$ cat src/rtl/cache_refill_ctrl.sv
// Miss/refill controller for a fully-associative tag CAM: writeback of dirty victim, line refill, tag commit.
// Optional performance counters (MissCount, WbCount) are enabled by defining REFILL_PERF_EN.
module cache_refill_ctrl #(
  parameter int LINE_WORDS = 4,
  parameter int WORD_W     = 2
) (
  input  logic              CLK,
  input  logic              Reset,
  input  logic              Req,
  input  logic [31:0]       Addr,
  input  logic              h,
  input  logic [29-WORD_W:0] Replaced_Tag,
  input  logic              Dirty,
  output logic [7:0]        RepPtr,
  output logic              TagValid,
  output logic              Stall,
  output logic              MemReq,
  output logic              MemWE,
  output logic [31:0]       MemAddr,
  input  logic              MemAck,
  output logic [WORD_W-1:0] WordIdx,
  output logic              FillWE,
`ifdef REFILL_PERF_EN
  output logic [31:0]       MissCount,
  output logic [31:0]       WbCount,
`endif
  output logic              LineDone
);

  localparam int TAG_W = 30 - WORD_W;
  localparam logic [WORD_W-1:0] LAST_WORD = WORD_W'(LINE_WORDS - 1);

  typedef enum logic [1:0] {IDLE, WB, FILL, COMMIT} state_t;

  state_t             state_reg, state_next;
  logic [7:0]         rep_ptr_reg, rep_ptr_next;
  logic [WORD_W-1:0]  word_idx_reg, word_idx_next;
  logic [TAG_W-1:0]   miss_tag_reg, miss_tag_next;
  logic [TAG_W-1:0]   vic_tag_reg, vic_tag_next;
  logic               miss_detect;
  logic               wb_done;

  // Byte-offset bits never reach the controller's tag or word paths.
  logic addr_unused;
  assign addr_unused = ^Addr[WORD_W+1:0];

  assign miss_detect = (state_reg == IDLE) && Req && !h;
  assign wb_done     = (state_reg == WB) && MemAck && (word_idx_reg == LAST_WORD);

  assign Stall   = (state_reg != IDLE) || (Req && !h);
  assign RepPtr  = rep_ptr_reg;
  assign WordIdx = word_idx_reg;

  always_ff @(posedge CLK) begin
    if (Reset) begin
      state_reg    <= IDLE;
      rep_ptr_reg  <= '0;
      word_idx_reg <= '0;
      miss_tag_reg <= '0;
      vic_tag_reg  <= '0;
    end else begin
      state_reg    <= state_next;
      rep_ptr_reg  <= rep_ptr_next;
      word_idx_reg <= word_idx_next;
      miss_tag_reg <= miss_tag_next;
      vic_tag_reg  <= vic_tag_next;
    end
  end

  always_comb begin
    state_next    = state_reg;
    rep_ptr_next  = rep_ptr_reg;
    word_idx_next = word_idx_reg;
    miss_tag_next = miss_tag_reg;
    vic_tag_next  = vic_tag_reg;
    MemReq        = 1'b0;
    MemWE         = 1'b0;
    MemAddr       = '0;
    FillWE        = 1'b0;
    TagValid      = 1'b0;
    LineDone      = 1'b0;
    case (state_reg)
      IDLE: begin
        if (miss_detect) begin
          miss_tag_next = Addr[31:WORD_W+2];
          vic_tag_next  = Replaced_Tag;
          word_idx_next = '0;
          state_next    = Dirty ? WB : FILL;
        end
      end
      WB: begin
        MemReq  = 1'b1;
        MemWE   = 1'b1;
        MemAddr = {vic_tag_reg, word_idx_reg, 2'b00};
        if (MemAck) begin
          word_idx_next = word_idx_reg + 1'b1;
          if (word_idx_reg == LAST_WORD) begin
            word_idx_next = '0;
            state_next    = FILL;
          end
        end
      end
      FILL: begin
        MemReq  = 1'b1;
        MemAddr = {miss_tag_reg, word_idx_reg, 2'b00};
        FillWE  = MemAck;
        if (MemAck) begin
          word_idx_next = word_idx_reg + 1'b1;
          if (word_idx_reg == LAST_WORD) begin
            word_idx_next = '0;
            state_next    = COMMIT;
          end
        end
      end
      COMMIT: begin
        // Tag write and dirty-clear both land on the current victim, then FIFO advances.
        TagValid     = 1'b1;
        LineDone     = 1'b1;
        rep_ptr_next = rep_ptr_reg + 8'd1;
        state_next   = IDLE;
      end
      default: state_next = IDLE;
    endcase
  end

`ifdef REFILL_PERF_EN
  logic [1:0]  perf_evt;
  logic [31:0] perf_cnt [2];

  assign perf_evt = {wb_done, miss_detect};

  generate
    for (genvar gi = 0; gi < 2; gi++) begin : g_perf
      logic [31:0] cnt_reg;
      always_ff @(posedge CLK) begin
        if (Reset) begin
          cnt_reg <= '0;
        end else if (perf_evt[gi] && (cnt_reg != 32'hFFFF_FFFF)) begin
          cnt_reg <= cnt_reg + 32'd1;
        end
      end
      assign perf_cnt[gi] = cnt_reg;
    end
  endgenerate

  assign MissCount = perf_cnt[0];
  assign WbCount   = perf_cnt[1];
`else
  logic wb_done_unused;
  assign wb_done_unused = wb_done;
`endif

endmodule

$ cat config.mk
export PLATFORM = sky130hd
export DESIGN_NAME = cache_refill_ctrl
export DESIGN_NICKNAME = d
export VERILOG_FILES = /design/src/rtl/cache_refill_ctrl.sv
export SDC_FILE = /design/constraint.sdc
export NUM_CORES = 1
export LEC_CHECK = 0
export ABC_CLOCK_PERIOD_IN_PS = 2000
export BUFFER_PORTS_ARGS = -buffer_cell sky130_fd_sc_hd__buf_4
export CAP_MARGIN = 20
export CORE_UTILIZATION = 49
export CTS_BUF_LIST = sky130_fd_sc_hd__clkbuf_16
export DETAILED_ROUTE_END_ITERATION = 10
export PLACE_DENSITY = 0.76
export SYNTH_ARGS = -nofsm -noshare
export SYNTH_HDL_FRONTEND = slang
export SYNTH_SLANG_ARGS = --single-unit
$ cat constraint.sdc
create_clock -name CLK -period 2 [get_ports CLK]
set_input_delay 0.1 -clock CLK [delete_from_list [all_inputs] [get_ports CLK]]
set_output_delay 0.1 -clock CLK [all_outputs]
set_load 0.01 [all_outputs]
==> summary.txt <==
Floorplanning
  – Num ports: around 110
  – Die footprint: about 6600 um2
  – Die Wd: between 80 and 90 um
  – CORE AREA: approximately 6000 um2
  – # rows: 28
  – Starting density of the core: 0.513
  – Die Y: between 80 and 90 um

Synthesis
  – Compound-Gate Fraction of Synth Area: 0.178
  – Simple logic cell fraction of the synthesized area: 0.253
  – Prevailing post-synth register cell: dfxtp_1
  – Main combinational cell family by area after synthesis: simple AND/OR/NAND/NOR gates
  – Seq/Total Area, Yosys: 0.443
  – Mapped Cells: between 300 and 400
  – Seq cells post-synth: between 60 and 70
  – Post-synth cell types: 32
  – Mapped Area: a little over 3000 um2
  – Post-synth EDFFs: 0
  – Asr flop ratio synth: 0
  – Area share of fa/ha/maj cells after synthesis: 0.0285
  – Post-Synth XOR/XNOR Area: 0.0114
  – Synthesis Warnings: 0
  – Synthesized area per cell: 7.95 um2
  – Mux cell area share after synthesis: 0.0232

Clocking
  – CTS tree: yes
  – H-tree level count: 3
  – CTS sink cnt: between 60 and 70
  – CTS Buf Count: 9
  – Clock transition at path regs: 0.05 ns
  – CTS root buffer: clkbuf_16
  – Clk Latency, worst-skew pair: between 0.3 and 0.4 ns
  – Worst-case clock buffer depth: 2

Finish
  – Most frequent cells in the layout: nand2_1 (116), buf_4 (112), dfxtp_1 (68)
  – Post-layout net count: around 550
  – Share of post-route cells with drive strength above 1: 0.272
  – N_diodes: 0
  – P&R area growth vs syn: 35.2%
  – Most common cell after layout, fill and taps aside: nand2_1
  – Non-filler instance count after layout: 560
  – Final instance area: roughly 4200 um2

Detailed routing
  – Via Count: about 2,900
  – Remaining antenna violation count after routing: 0
  – # DRC: 0
  – Vias per cell: about 5.2
  – WL per Instance: ~13 um
  – Final WL: roughly 7400 um
  – DR pass1 iterations: 4
  – Detailed Route Iter0 Violations: between 150 and 200

Global routing
  – Gr usage total: 0.228
  – First-pass GRT wire length: around 12,000 um
  – Maximum number of pins on one net before global-route repair: 73
  – Vias in the first global route: approximately 2,600
  – GRT overflow: 0
  – Initial antenna violation count: 0

Setup path
  – Crit-path most repeated cell: buf_4
  – Crit path cell chain: inv_1 -> ha_2 -> buf_4 -> nor2b_1 -> buf_4
  – CP required: approximately 1.9 ns
  – Worst-path cell with the longest stage delay: ha_2
  – Worst setup EP type: output pin
  – Critical path type: reg2out
  – Slowest cell delay on critical path: roughly 0.5 ns
  – Worst Path Max Fanout: 16
  – Arrival @ worst endpoint: roughly 1.8 ns
  – Startpoint Class: register

Power and ir drop
  – Sw Share: 0.321
  – Int Power: 0.00313 W
  – Pwr dens: 1110 nW/um2
  – Sequential fraction of design power: 0.347
  – P_sw: between 0.001 and 0.0015 W
  – Leakage: roughly 1.7 nW
  – Clock power share: 0.321
  – Gate power share: 0.332
  – Max IR drop VDD: slightly below 0.8 mV

Hold path
  – Worst hold path type: in2reg

STA
  – RSZ-0062 raised after global routing: yes
  – Final Hold Vio Count: 0
  – Max Slew Vio Count: 0
  – Min Clock Period, post-route: around 1.9 ns
  – Highest clock rate: between 500 and 600 MHz
  – # setup viols final: 0
  – Least-Margin Pin Slew: approximately 0.71 ns
  – Final worst path period share: 0.963
  – Max-slew headroom: 0.528
  – Worst Skew: 0.00335 ns

Placement
  – Inst Count DP: between 500 and 600
  – RePlAce Congestion: ~0.75
  – Detailed placement HPWL: between 4000 and 5000 um
  – Input/output buffers: 107
  – Dpl cell area: roughly 3900 um2

Status
  – Status: completed

Job
  – Total of max-cap violations: 0
-- final cells by class --
class	count	area, um2
Inverter	2	7.51
Clock inverter	7	58.8
Multi-Input combinational cell	285	1530
Timing Repair Buffer	114	881
Tap cell	75	93.8
Clock buffer	9	225
Sequential cell	68	1360
Fill cell	517	1830
-- critical path: cells and delay by family, from the launching register on --
family / cells / cell delay [ns]
simple gates: 1 / 0.17
fa+ha+maj: 1 / 0.50
buf+inv: 3 / 0.47
flops: 1 / 0.37
-- cell families (layout without fill, tap and decap cells) --
| group | Yosys count | after routing |
|---|---|---|
| fa+ha+maj | 7 | 7 |
| buf+inv | 35 | 132 |
| simple gates | 172 | 172 |
| xor+xnor | 4 | 4 |
| mux | 7 | 7 |
| compound gates | 93 | 93 |
| flops | 68 | 68 |
| other cells | 1 | 2 |
-- power groups by stage --
| stage | Clock (W) | Combinational, W | Sequential, W |
|---|---|---|---|
| 3_5_place_dp | 0 | 0.00152 | 0.00163 |
| 2_1_floorplan | 0 | 0.00106 | 0.00161 |
| 4_1_cts | 0.00150 | 0.00153 | 0.00160 |
| 6_report | 0.00148 | 0.00153 | 0.00160 |
| 3_3_place_gp | 0 | 0.00149 | 0.00162 |
| 5_1_grt | 0.00157 | 0.00166 | 0.00162 |
-- layer usage --
layer,wire (um),up-vias,GRT usage,share of wire
met1,3210,1363,0.281,0.43
li1,-,1473,-,-
met3,430,2,0.0562,0.058
met4,40,0,0.0643,0.0054
met5,0,-,0,0
met2,3700,91,0.394,0.50
-- cells in the mapped netlist (all sizes together) (4+ instances only) --
| library cell | n | area [um2] |
|---|---|---|
| nor2 | 8 | 30.0 |
| nor2b | 28 | 175 |
| nand2 | 116 | 435 |
| nand2b | 4 | 25.0 |
| dfxtp | 68 | 1360 |
| mux2i | 6 | 60.1 |
| clkbuf | 11 | 41.3 |
| a22oi | 29 | 223 |
| ha | 7 | 87.6 |
| buf | 22 | 143 |
| a21oi | 60 | 300 |
-- metrics by stage --
| stage | setup WS, ns | total power [W] | setup TNS (ns) | hold slack, ns | utilization |
|---|---|---|---|---|---|
| after global routing | -0.0317 | 0.00485 | -0.180 | 0.0247 | 0.694 |
| after CTS | 0.0564 | 0.00463 | 0 | 0.0219 | 0.694 |
| after floorplan | 0.399 | 0.00267 | 0 | 0.236 | - |
| final | 0.0733 | 0.00460 | 0 | 0.0297 | 0.694 |
| after global placement | 0.333 | 0.00311 | 0 | 0.347 | 0.646 |
| after detailed placement | 0.210 | 0.00314 | 0 | 0.356 | 0.646 |
-- final timing paths --
kind / slack [ns] / cells past startpoint / from / to
worst min-delay path: 0.03 / 3 / Replaced_Tag[27] / vic_tag_reg[27]$_SDFFE_PP0P_
worst max-delay path: 0.07 / 5 / state_reg[1]$_SDFFE_PP0P_ / MemAddr[7]
worst max register to register: 0.29 / 5 / state_reg[1]$_SDFFE_PP0P_ / state_reg[0]$_SDFFE_PP0P_
worst min register to register: 0.45 / 2 / miss_tag_reg[13]$_SDFFE_PP0P_ / miss_tag_reg[13]$_SDFFE_PP0P_
-- repair_timing --
| action | 4_1_cts | 5_1_grt |
|---|---|---|
| pin swaps | 0 | 0 |
| buffers inserted | 0 | 0 |
| gates resized for setup | 1 | 0 |
| hold buffers | 0 | 0 |
| setup endpoints to repair | 21 | 11 |
| gates cloned | 0 | 0 |
Power figures use the tool's default switching activity.
